File: src/rtl/iicmb_wb_sequencer_if.sv
// Wishbone master bus plus IICMB interrupt, as seen from the sequencer.
interface iicmb_wb_sequencer_if #(
   parameter int unsigned WB_ADDR_WIDTH = 2,
   parameter int unsigned WB_DATA_WIDTH = 8
) ();
   logic                     cyc_o;
   logic                     stb_o;
   logic                     we_o;
   logic [WB_ADDR_WIDTH-1:0] adr_o;
   logic [WB_DATA_WIDTH-1:0] dat_o;
   logic [WB_DATA_WIDTH-1:0] dat_i;
   logic                     ack_i;
   logic                     irq_i;

   modport master (
      output cyc_o, stb_o, we_o, adr_o, dat_o,
      input  dat_i, ack_i, irq_i
   );

   modport slave (
      input  cyc_o, stb_o, we_o, adr_o, dat_o,
      output dat_i, ack_i, irq_i
   );
endinterface

File: src/rtl/iicmb_wb_sequencer.sv
// Runs complete I2C transactions on an IICMB controller over Wishbone:
// descriptor in, CSR/DPR/CMDR register sequence out, status decoded per command.
module iicmb_wb_sequencer #(
   parameter int unsigned WB_ADDR_WIDTH  = 2,
   parameter int unsigned WB_DATA_WIDTH  = 8,
   parameter int unsigned NUM_I2C_BUSSES = 1,
   parameter int unsigned FIFO_DEPTH     = 16,
   parameter int unsigned LEN_WIDTH      = 8,
   localparam int unsigned BUS_W = (NUM_I2C_BUSSES > 1) ? $clog2(NUM_I2C_BUSSES) : 1
) (
   input  logic                     clk_i,
   input  logic                     rst_i,
   input  logic                     req_valid,
   output logic                     req_ready,
   input  logic [BUS_W-1:0]         req_bus,
   input  logic [6:0]               req_addr,
   input  logic                     req_rw,
   input  logic [LEN_WIDTH-1:0]     req_len,
   input  logic                     wdata_valid,
   output logic                     wdata_ready,
   input  logic [WB_DATA_WIDTH-1:0] wdata,
   output logic                     rdata_valid,
   output logic [WB_DATA_WIDTH-1:0] rdata,
   output logic                     done,
   output logic [1:0]               status,
   iicmb_wb_sequencer_if.master     wb
);

   localparam logic [3:0] StInit    = 4'd0;
   localparam logic [3:0] StIdle    = 4'd1;
   localparam logic [3:0] StSetbus  = 4'd2;
   localparam logic [3:0] StStart   = 4'd3;
   localparam logic [3:0] StAddr    = 4'd4;
   localparam logic [3:0] StData    = 4'd5;
   localparam logic [3:0] StRddpr   = 4'd6;
   localparam logic [3:0] StStop    = 4'd7;
   localparam logic [3:0] StFin     = 4'd8;
   localparam logic [3:0] StWaitIrq = 4'd9;
   localparam logic [3:0] StRdcmdr  = 4'd10;
   localparam logic [3:0] StFlush   = 4'd11;

   localparam logic [2:0] CmdWrite   = 3'b001;
   localparam logic [2:0] CmdReadAck = 3'b010;
   localparam logic [2:0] CmdReadNak = 3'b011;
   localparam logic [2:0] CmdStart   = 3'b100;
   localparam logic [2:0] CmdStop    = 3'b101;
   localparam logic [2:0] CmdSetBus  = 3'b110;

   localparam logic [WB_ADDR_WIDTH-1:0] AdrCsr  = WB_ADDR_WIDTH'(0);
   localparam logic [WB_ADDR_WIDTH-1:0] AdrDpr  = WB_ADDR_WIDTH'(1);
   localparam logic [WB_ADDR_WIDTH-1:0] AdrCmdr = WB_ADDR_WIDTH'(2);

   localparam int unsigned AW = $clog2(FIFO_DEPTH);
   localparam logic [AW:0] FullCnt = (AW+1)'(FIFO_DEPTH);
   localparam logic [LEN_WIDTH-1:0] LenOne = LEN_WIDTH'(1);

   // Write-data FIFO
   logic [WB_DATA_WIDTH-1:0] mem_q [FIFO_DEPTH];
   logic [AW-1:0] wptr_q, rptr_q;
   logic [AW:0]   count_q;
   logic          full, empty, push, pop;

   assign full        = (count_q == FullCnt);
   assign empty       = (count_q == '0);
   assign push        = wdata_valid && !full;
   assign wdata_ready = !full;

   // FIFO storage, deliberately unreset
   always_ff @(posedge clk_i) begin
      if (push) mem_q[wptr_q] <= wdata;
   end

   // FIFO pointers and occupancy; pop is only raised when non-empty
   always_ff @(posedge clk_i or posedge rst_i) begin
      if (rst_i) begin
         wptr_q  <= '0;
         rptr_q  <= '0;
         count_q <= '0;
      end else begin
         if (push) wptr_q <= wptr_q + 1'b1;
         if (pop)  rptr_q <= rptr_q + 1'b1;
         if (push && !pop)      count_q <= count_q + 1'b1;
         else if (pop && !push) count_q <= count_q - 1'b1;
      end
   end

   // Sequencer state
   logic [3:0]               state_q, state_d, ret_q, ret_d;
   logic                     phase_q, phase_d;
   logic                     cyc_q, cyc_d, we_q, we_d;
   logic [WB_ADDR_WIDTH-1:0] adr_q, adr_d;
   logic [WB_DATA_WIDTH-1:0] dat_q, dat_d, rdata_q, rdata_d;
   logic [BUS_W-1:0]         bus_q, bus_d;
   logic [6:0]               addr_q, addr_d;
   logic                     rw_q, rw_d, rvalid_q, rvalid_d;
   logic [LEN_WIDTH-1:0]     cnt_q, cnt_d;
   logic [1:0]               status_q, status_d;

   logic                     go, op_we, op_two, op_wait;
   logic [WB_ADDR_WIDTH-1:0] op_adr;
   logic [WB_DATA_WIDTH-1:0] op_dat;
   logic [3:0]               op_nxt, end_st;

   // Aborted or finished writes with bytes still owed must drain the FIFO first
   assign end_st = (!rw_q && cnt_q != '0) ? StFlush : StFin;

   // Per-state register operation selection plus the shared WB cycle engine
   always_comb begin
      state_d  = state_q;
      ret_d    = ret_q;
      phase_d  = phase_q;
      cyc_d    = cyc_q;
      we_d     = we_q;
      adr_d    = adr_q;
      dat_d    = dat_q;
      bus_d    = bus_q;
      addr_d   = addr_q;
      rw_d     = rw_q;
      cnt_d    = cnt_q;
      status_d = status_q;
      rdata_d  = rdata_q;
      rvalid_d = 1'b0;
      pop      = 1'b0;
      go       = 1'b0;
      op_we    = 1'b1;
      op_adr   = AdrCmdr;
      op_dat   = '0;
      op_two   = 1'b0;
      op_wait  = 1'b1;
      op_nxt   = state_q;

      case (state_q)
         StInit: begin
            go      = 1'b1;
            op_adr  = AdrCsr;
            op_dat  = WB_DATA_WIDTH'(8'hC0);
            op_wait = 1'b0;
            op_nxt  = StIdle;
         end
         StIdle: begin
            if (req_valid) begin
               bus_d    = req_bus;
               addr_d   = req_addr;
               rw_d     = req_rw;
               cnt_d    = req_len;
               status_d = 2'd0;
               state_d  = StSetbus;
            end
         end
         StSetbus: begin
            go     = 1'b1;
            op_two = 1'b1;
            op_adr = phase_q ? AdrCmdr : AdrDpr;
            op_dat = phase_q ? WB_DATA_WIDTH'(CmdSetBus) : WB_DATA_WIDTH'(bus_q);
            op_nxt = StStart;
         end
         StStart: begin
            go     = 1'b1;
            op_dat = WB_DATA_WIDTH'(CmdStart);
            op_nxt = StAddr;
         end
         StAddr: begin
            go     = 1'b1;
            op_two = 1'b1;
            op_adr = phase_q ? AdrCmdr : AdrDpr;
            op_dat = phase_q ? WB_DATA_WIDTH'(CmdWrite) : WB_DATA_WIDTH'({addr_q, rw_q});
            op_nxt = (cnt_q == '0) ? StStop : StData;
         end
         StData: begin
            if (rw_q) begin
               go     = 1'b1;
               op_dat = WB_DATA_WIDTH'((cnt_q == LenOne) ? CmdReadNak : CmdReadAck);
               op_nxt = StRddpr;
               if (cyc_q && wb.ack_i) cnt_d = cnt_q - 1'b1;
            end else begin
               // Stall with the bus idle until a byte is available
               go     = phase_q || cyc_q || !empty;
               op_two = 1'b1;
               op_adr = phase_q ? AdrCmdr : AdrDpr;
               op_dat = phase_q ? WB_DATA_WIDTH'(CmdWrite) : mem_q[rptr_q];
               op_nxt = (cnt_q == '0) ? StStop : StData;
               if (!phase_q && !cyc_q && !empty) begin
                  pop   = 1'b1;
                  cnt_d = cnt_q - 1'b1;
               end
            end
         end
         StRddpr: begin
            go      = 1'b1;
            op_we   = 1'b0;
            op_adr  = AdrDpr;
            op_wait = 1'b0;
            op_nxt  = (cnt_q == '0) ? StStop : StData;
            if (cyc_q && wb.ack_i) begin
               rdata_d  = wb.dat_i;
               rvalid_d = 1'b1;
            end
         end
         StStop: begin
            go     = 1'b1;
            op_dat = WB_DATA_WIDTH'(CmdStop);
            op_nxt = StFlush;
         end
         StWaitIrq: begin
            if (wb.irq_i) begin
               cyc_d   = 1'b1;
               we_d    = 1'b0;
               adr_d   = AdrCmdr;
               dat_d   = '0;
               state_d = StRdcmdr;
            end
         end
         StRdcmdr: begin
            if (cyc_q && wb.ack_i) begin
               cyc_d = 1'b0;
               adr_d = '0;
               if (wb.dat_i[5]) begin
                  status_d = 2'd2;
                  state_d  = end_st;
               end else if (wb.dat_i[4]) begin
                  status_d = 2'd3;
                  state_d  = end_st;
               end else if (wb.dat_i[6] && (ret_q == StData || ret_q == StStop)) begin
                  // Only ADDR and write-DATA return to these states
                  status_d = 2'd1;
                  state_d  = StStop;
               end else if (wb.dat_i[7]) begin
                  state_d = (ret_q == StFlush) ? end_st : ret_q;
               end else begin
                  status_d = 2'd3;
                  state_d  = end_st;
               end
            end
         end
         StFlush: begin
            if (!empty) begin
               pop   = 1'b1;
               cnt_d = cnt_q - 1'b1;
               if (cnt_q == LenOne) state_d = StFin;
            end
         end
         StFin: state_d = StIdle;
         default: state_d = StInit;
      endcase

      if (go) begin
         if (!cyc_q) begin
            cyc_d = 1'b1;
            we_d  = op_we;
            adr_d = op_adr;
            dat_d = op_dat;
         end else if (wb.ack_i) begin
            cyc_d = 1'b0;
            we_d  = 1'b0;
            adr_d = '0;
            dat_d = '0;
            if (op_two && !phase_q) begin
               phase_d = 1'b1;
            end else begin
               phase_d = 1'b0;
               if (op_wait) begin
                  state_d = StWaitIrq;
                  ret_d   = op_nxt;
               end else begin
                  state_d = op_nxt;
               end
            end
         end
      end
   end

   // State and registered outputs; reset drops the bus immediately
   always_ff @(posedge clk_i or posedge rst_i) begin
      if (rst_i) begin
         state_q  <= StInit;
         ret_q    <= StIdle;
         phase_q  <= 1'b0;
         cyc_q    <= 1'b0;
         we_q     <= 1'b0;
         adr_q    <= '0;
         dat_q    <= '0;
         bus_q    <= '0;
         addr_q   <= '0;
         rw_q     <= 1'b0;
         cnt_q    <= '0;
         status_q <= '0;
         rdata_q  <= '0;
         rvalid_q <= 1'b0;
      end else begin
         state_q  <= state_d;
         ret_q    <= ret_d;
         phase_q  <= phase_d;
         cyc_q    <= cyc_d;
         we_q     <= we_d;
         adr_q    <= adr_d;
         dat_q    <= dat_d;
         bus_q    <= bus_d;
         addr_q   <= addr_d;
         rw_q     <= rw_d;
         cnt_q    <= cnt_d;
         status_q <= status_d;
         rdata_q  <= rdata_d;
         rvalid_q <= rvalid_d;
      end
   end

   assign wb.cyc_o    = cyc_q;
   assign wb.stb_o    = cyc_q;
   assign wb.we_o     = we_q;
   assign wb.adr_o    = adr_q;
   assign wb.dat_o    = dat_q;
   assign req_ready   = (state_q == StIdle);
   assign done        = (state_q == StFin);
   assign status      = status_q;
   assign rdata       = rdata_q;
   assign rdata_valid = rvalid_q;

endmodule

File: src/flat_wrapper.sv
// flat-port wrapper written by rule: the top's interface ports become plain ports
module iicmb_wb_sequencer_flat 
#(
   parameter int unsigned WB_ADDR_WIDTH  = 2,
   parameter int unsigned WB_DATA_WIDTH  = 8,
   parameter int unsigned NUM_I2C_BUSSES = 1,
   parameter int unsigned FIFO_DEPTH     = 16,
   parameter int unsigned LEN_WIDTH      = 8,
   localparam int unsigned BUS_W = (NUM_I2C_BUSSES > 1) ? $clog2(NUM_I2C_BUSSES) : 1
)
  (clk_i, rst_i, req_valid, req_ready, req_bus, req_addr, req_rw, req_len, wdata_valid, wdata_ready, wdata, rdata_valid, rdata, done, status, wb_cyc_o, wb_stb_o, wb_we_o, wb_adr_o, wb_dat_o, wb_dat_i, wb_ack_i, wb_irq_i);
  iicmb_wb_sequencer_if #(.WB_ADDR_WIDTH(WB_ADDR_WIDTH), .WB_DATA_WIDTH(WB_DATA_WIDTH)) wb_i ();
  input  logic clk_i;
  input  logic rst_i;
  input  logic req_valid;
  output logic req_ready;
  input  logic [BUS_W-1:0] req_bus;
  input  logic [6:0] req_addr;
  input  logic req_rw;
  input  logic [LEN_WIDTH-1:0] req_len;
  input  logic wdata_valid;
  output logic wdata_ready;
  input  logic [WB_DATA_WIDTH-1:0] wdata;
  output logic rdata_valid;
  output logic [WB_DATA_WIDTH-1:0] rdata;
  output logic done;
  output logic [1:0] status;
  output wire logic [$bits(wb_i.cyc_o)-1:0] wb_cyc_o;
  output wire logic [$bits(wb_i.stb_o)-1:0] wb_stb_o;
  output wire logic [$bits(wb_i.we_o)-1:0] wb_we_o;
  output wire logic [$bits(wb_i.adr_o)-1:0] wb_adr_o;
  output wire logic [$bits(wb_i.dat_o)-1:0] wb_dat_o;
  input wire logic [$bits(wb_i.dat_i)-1:0] wb_dat_i;
  input wire logic [$bits(wb_i.ack_i)-1:0] wb_ack_i;
  input wire logic [$bits(wb_i.irq_i)-1:0] wb_irq_i;
  assign wb_cyc_o = wb_i.cyc_o;
  assign wb_stb_o = wb_i.stb_o;
  assign wb_we_o = wb_i.we_o;
  assign wb_adr_o = wb_i.adr_o;
  assign wb_dat_o = wb_i.dat_o;
  assign wb_i.dat_i = wb_dat_i;
  assign wb_i.ack_i = wb_ack_i;
  assign wb_i.irq_i = wb_irq_i;
  iicmb_wb_sequencer #(.WB_ADDR_WIDTH(WB_ADDR_WIDTH), .WB_DATA_WIDTH(WB_DATA_WIDTH), .NUM_I2C_BUSSES(NUM_I2C_BUSSES), .FIFO_DEPTH(FIFO_DEPTH), .LEN_WIDTH(LEN_WIDTH)) u_core (.clk_i(clk_i), .rst_i(rst_i), .req_valid(req_valid), .req_ready(req_ready), .req_bus(req_bus), .req_addr(req_addr), .req_rw(req_rw), .req_len(req_len), .wdata_valid(wdata_valid), .wdata_ready(wdata_ready), .wdata(wdata), .rdata_valid(rdata_valid), .rdata(rdata), .done(done), .status(status), .wb(wb_i));
endmodule
File: config.mk
export PLATFORM = sky130hd
export DESIGN_NAME = iicmb_wb_sequencer_flat
export DESIGN_NICKNAME = d
export VERILOG_FILES = /design/src/rtl/iicmb_wb_sequencer_if.sv /design/src/rtl/iicmb_wb_sequencer.sv /design/src/flat_wrapper.sv
export SDC_FILE = /design/constraint.sdc
export NUM_CORES = 1
export LEC_CHECK = 0
export BUFFER_PORTS_ARGS = -buffer_cell sky130_fd_sc_hd__buf_2
export CAP_MARGIN = 15
export CORE_UTILIZATION = 54
export CTS_CLUSTER_SIZE = 20
export DETAILED_ROUTE_END_ITERATION = 10
export HOLD_SLACK_MARGIN = 0.03
export PLACE_DENSITY_LB_ADDON = 0.05
export SLEW_MARGIN = 5
export SYNTH_ARGS = -nofsm -noshare
export SYNTH_HDL_FRONTEND = slang
export SYNTH_SLANG_ARGS = --single-unit
File: constraint.sdc
create_clock -name clk_i -period 3 [get_ports clk_i]
set_clock_uncertainty 0.2 [all_clocks]
set_input_delay 0.6 -clock clk_i [delete_from_list [all_inputs] [get_ports clk_i]]
set_output_delay 0.6 -clock clk_i [all_outputs]
set_load 0.02 [all_outputs]
After elaboration in Yosys (flattened, before gate mapping)

Memories as Yosys holds them, arrays and structs flattened.
Index checks and enable logic that the tools add are counted.
W data, S select, Z words.

Flip-flop bits (word level): 62
RAM bits: 128
Logic and storage cells: 164
Memories kept: 1

Memory list:

| memory       | words | bits a word | rd ports | clocked after Yosys merged registers in | write ports | RTL line                 | RTL |
|---|---|---|---|---|---|---|---|
| u_core.mem_q | 16    | 8           | 1        | 0                                       | 1           | iicmb_wb_sequencer.sv:58 | `logic [WB_DATA_WIDTH-1:0] mem_q [FIFO_DEPTH];` |

$add $sub $neg: 5
Equal/unequal tests: 22
Multiplexer cells: 80
Bitwise operators: 2
Reduce and logical (&&, ||, !) cells: 37

Operators with widths:

| cell                  | count |
|---|---|
| $mux W8               | 13 |
| $mux W4               | 16 |
| $pmux W4 S6           | 2 |
| $pmux W8 S6           | 1 |
| $mux W2               | 15 |
| $eq A4 B3 Y1 const B  | 6 |
| $pmux W8 S3           | 1 |
| $mux W1               | 22 |
| $eq A4 B4 Y1 const B  | 5 |
| $mux W5               | 2 |
| $reduce_and A5 Y1     | 2 |
| $logic_and A1 B1 Y1   | 9 |
| $add A4 B1 Y4 const B | 2 |
| $eq A4 B2 Y1 const B  | 2 |
| $eq A8 B1 Y1 const B  | 1 |
| $logic_not A8 Y1      | 1 |
| $pmux W1 S2           | 4 |
| $pmux W2 S2           | 2 |
| $pmux W2 S4           | 1 |
| $reduce_bool A8 Y1    | 1 |
| $sub A8 B1 Y8 const B | 1 |
| $logic_not A1 Y1      | 7 |
| $reduce_or A7 Y1      | 1 |
| $reduce_or A2 Y1      | 3 |
| 20 further kinds      | 26 |

Depth between registers and ports, before layout

Word-level depth: 14
Depth in mapped cells: 13
Depth with buffers taken out: 12

Worst setup path after synthesis

No wires, ideal clock.

Kind: flip-flop to flip-flop
Start point: reg (tool-made name)
End point: reg u_core.count_q[4]
Library setup time: 0.079 ns
Arrival time: 2.884 ns
Required time: 2.721 ns
Path slack: -0.163 ns
Cell stages (with the launch flop): 13
Buffers on the path: 0
Clock period less this slack: 3.163 ns
Path through: dfrtp_1 > or3_1 > nor3_1 > o21a_1 > inv_1 > ha_1 > inv_1 > ha_1 > nor2b_1 > o21a_1 > or3_1 > a21oi_1 > xor2_1

RTL lines:

| item                   | RTL line                 | RTL |
|---|---|---|
| end signal: assignment | iicmb_wb_sequencer.sv:82 | `if (push && !pop) count_q <= count_q + 1'b1;` |
| end signal: assignment | iicmb_wb_sequencer.sv:83 | `else if (pop && !push) count_q <= count_q - 1'b1;` |
| end: declaration       | iicmb_wb_sequencer.sv:60 | `logic [AW:0] count_q;` |

==> key figures <==
Critical path
  – Worst Reg2Reg Path Length in Cells: 12
  – WP data arrival: 2.99 ns
  – CP max stage cell: dfrtp_2
  – Crit path kind: reg -> reg
  – Terminus of the critical flop-to-flop path: u_core.count_q[4]
  – Critical Path RT: 3.15 ns
  – Startpoint Class: flop
  – Critical Path, Cell by Cell: or3_4, nor3_4, o21a_1, inv_1, ha_4, inv_2, ha_4, nor2b_1, o21a_1, or3_1, a21oi_2, xor2_1
  – CP max FO: 4
  – CP max stage delay: 0.40 ns
  – Reg-to-reg setup timing slack: 0.16 ns
  – CP endpoint kind: flop

Flow run
  – Number of max-cap violations: 0

Timing
  – Worst setup margin: 0.157 ns
  – Setup violators final: 0
  – RSZ-0062 raised after global routing: false
  – Worst Tran Pin Value: 0.666 ns
  – Max-slew violation count: 0
  – Slew Limit Headroom: 0.556
  – Final Critical Period: 2.84 ns
  – FMAX: 352 MHz
  – Fin. Hold Viols: 0
  – Fin Setup TNS: 0 ns
  – Hold slack: 0.158 ns
  – Final period utilization: 0.948

Hold path
  – Hold Path Sink: u_core.addr_q[1]
  – Worst Hold Launch: req_addr[1]
  – Hold depth: 3
  – Hold Path Class: in -> reg

Synthesis
  – Mux contribution to synthesized area: 0.104
  – Post-Synth XOR/XNOR Area: 0.0102
  – Synth Cell Area: 8550 sq um
  – Ys Warns: 0
  – Post-synth EDFFs: 128
  – Seq cells post-synth: 190
  – Mean Syn Cell Area: 13.4 sq um
  – Cells after synthesis: 637
  – Largest family of logic cells by synthesized area: simple AND/OR/NAND/NOR gates
  – Post-Synth Adder-Cell Area: 0.0184
  – Most used DFF post-synth: edfxtp_1
  – Register area share after synthesis: 0.631
  – Async SR Flop Fraction: 0.326
  – Complex-gate fraction of the synthesized area: 0.101
  – Simple logic cell fraction of the synthesized area: 0.107
  – Area leader, netlist: edfxtp_1
  – Share of the synthesized area in the top cell type: 0.450
  – Library cells used by synthesis: 62
  – Synthesized Nets: 688
  – Largest cells by area after synthesis: edfxtp_1 (45%), dfrtp_1 (18%), mux4_2 (7.9%)

Final layout
  – Filler Cell Count: 1162
  – Antenna cells: 0
  – Nets@finish: 786
  – Fraction of layout cells with a size suffix above 1: 0.282
  – Area Overhead vs Synth: 16.6%
  – Commonest non-fill, non-tap cell in the layout: edfxtp_1
  – Most frequent cells in the layout: edfxtp_1 (128), nand2_1 (88), buf_2 (65)

Drt
  – DRT Wirelength: 19.2 mm
  – Drt via density: 5.85
  – Vias after detailed routing: 5607
  – DRT Pass-1 Iters: 4
  – DRC: 0
  – Avg WL per Cell: 20.0 um
  – Post-DRT Antenna Nets: 0
  – Initial DRC Count: 397

Floorplanning
  – Die width: 128 um
  – Starting Density: 0.558
  – Area of the core: 15300 sq um
  – Die ar.: 16300 sq um
  – DIE HEIGHT: 128 um
  – I/O pins: 66
  – Std-Cell Rows: 45

Placement
  – Post-DP HPWL: 13.6 mm
  – PortBufs: 65
  – Setup WS pre-CTS: 0.0447 ns
  – Placer Congestion: 0.879

GRT
  – GRT Residual Overflow: 0
  – Largest net degree at the start of global routing: 27
  – First-pass GRT wire length: 30.5 mm
  – Vias in the first global route: 5650
  – GRT Total Usage: 0.255
  – Initial antenna violation count: 0

Clocking
  – Clock Sink Count: 190
  – CTS Root Cell: clkbuf_16
  – Cts bufs inserted: 17
  – CTS Buffer Depth: 2
  – Worst-path clk slew: 0.07 ns
  – Clock Latency Late Sink: 0.43 ns
  – TritonCTS clock tree: yes
  – CTS H-tree lvls: 4

Power and ir drop
  – Worst vdd ir: 665 uV
  – Leak: 0.00387 uW
  – P per Cell Area: 931 nW/um^2

Run status
  – Status: finished clean
-- sequential cells by signal, indices dropped and copies added (netlist names), named ones only --
register            flops
u_core.count_q          5
u_core.rdata_valid      1
u_core.wptr_q           4
u_core.bus_q            1
u_core.status           2
u_core.rdata            8
u_core.mem_q          128
u_core.ret_q            4
u_core.addr_q           7
u_core.state_q          4
u_core.cnt_q            8
u_core.phase_q          1
u_core.rptr_q           4
u_core.wb.we_o          1
u_core.wb.adr_o         2
u_core.wb.dat_o         8
u_core.rw_q             1
-- how the worst max path moves through the flow --
stage | startpoint | to | slack, ns | cells after the start
finish | flop | u_core.count_q[4] | 0.16 | 12
floorplan | flop | u_core.count_q[4] | 0.04 | 12
global route | u_core.rw_q | u_core.count_q[4] | 0.02 | 12
CTS | flop | u_core.count_q[4] | 0.02 | 12
detailed placement | u_core.count_q[1] | u_core.count_q[4] | 0.04 | 12
global placement | u_core.count_q[1] | u_core.count_q[4] | 0.16 | 12
-- worst max-delay path, delay by kind of cell (launching register included) --
kind	cells	cell delay, ns
flip-flops	1	0.40
buffers and inverters	2	0.15
AND/OR/NAND/NOR	4	0.99
AO/OA/AOI/OAI	3	0.50
XOR/XNOR	1	0.14
adder cells (fa/ha/maj)	2	0.38
-- report_power, final --
part           switching (uW)  leakage (uW)  internal (uW)  total, uW
registers                 446       0.00194           3290       3740
logic                    1890       0.00165           1540       3430
clock network            1020      0.000274           1090       2110
total                    3360       0.00387           5920       9280
-- layout make-up --
cell class / count / area (sq um) / area share
Multi-Input combinational cell: 393 / 2980 / 0.299
Clock buffer: 18 / 429 / 0.0431
Inverter: 18 / 67.6 / 0.00678
Sequential cell: 190 / 5400 / 0.542
Timing Repair Buffer: 115 / 703 / 0.0706
Clock inverter: 14 / 123 / 0.0123
Tap cell: 211 / 264 / 0.0265
-- timing repair --
action	in CTS	in global routing
setup buffers	0	2
hold buffers	1	0
resized for setup	0	7
setup endpoints to repair	0	1
endpoints found under the hold margin	20	0
-- metrics by stage --
stage / cell area (sq um) / cells / util / power (uW)
after floorplan: 8580 / 637 / - / 6050
final: 9970 / 959 / 0.651 / 9280
after global placement: 9350 / 924 / 0.610 / 7050
after detailed placement: 9350 / 924 / 0.610 / 7140
after global routing: 9970 / 959 / 0.651 / 9810
after CTS: 9910 / 957 / 0.647 / 9250
-- cells in the mapped netlist, drive strengths merged (4+ instances only) --
| library cell | number |
|---|---|
| mux4 | 30 |
| a221o | 5 |
| nand3 | 8 |
| nor3 | 15 |
| a211oi | 11 |
| a21boi | 4 |
| edfxtp | 128 |
| xor2 | 4 |
| inv | 17 |
| nor2 | 36 |
| a21oi | 23 |
| xnor2 | 6 |
| clkbuf | 16 |
| mux2 | 6 |
| nand2 | 89 |
| mux2i | 15 |
| a32o | 4 |
| buf | 20 |
| dfrtp | 61 |
| or3 | 4 |
| o31ai | 4 |
| nor2b | 10 |
| a31oi | 6 |
| ha | 11 |
| nand2b | 14 |
| o21ai | 31 |
-- kinds of logic after synthesis --
group           count (synthesis)
flops                         190
mux                            51
xor+xnor                       10
simple gates                  198
fa+ha+maj                      12
buf+inv                        54
compound gates                122
-- metal layers --
| layer | track usage | part of all wire | wire length (um) |
|---|---|---|---|
| met1 | 0.314 | 0.42 | 7990 |
| met2 | 0.442 | 0.51 | 9850 |
| met3 | 0.0467 | 0.042 | 801 |
| met4 | 0.115 | 0.029 | 563 |
| met5 | 0 | 0 | 0 |
Power figures use the tool's default switching activity.
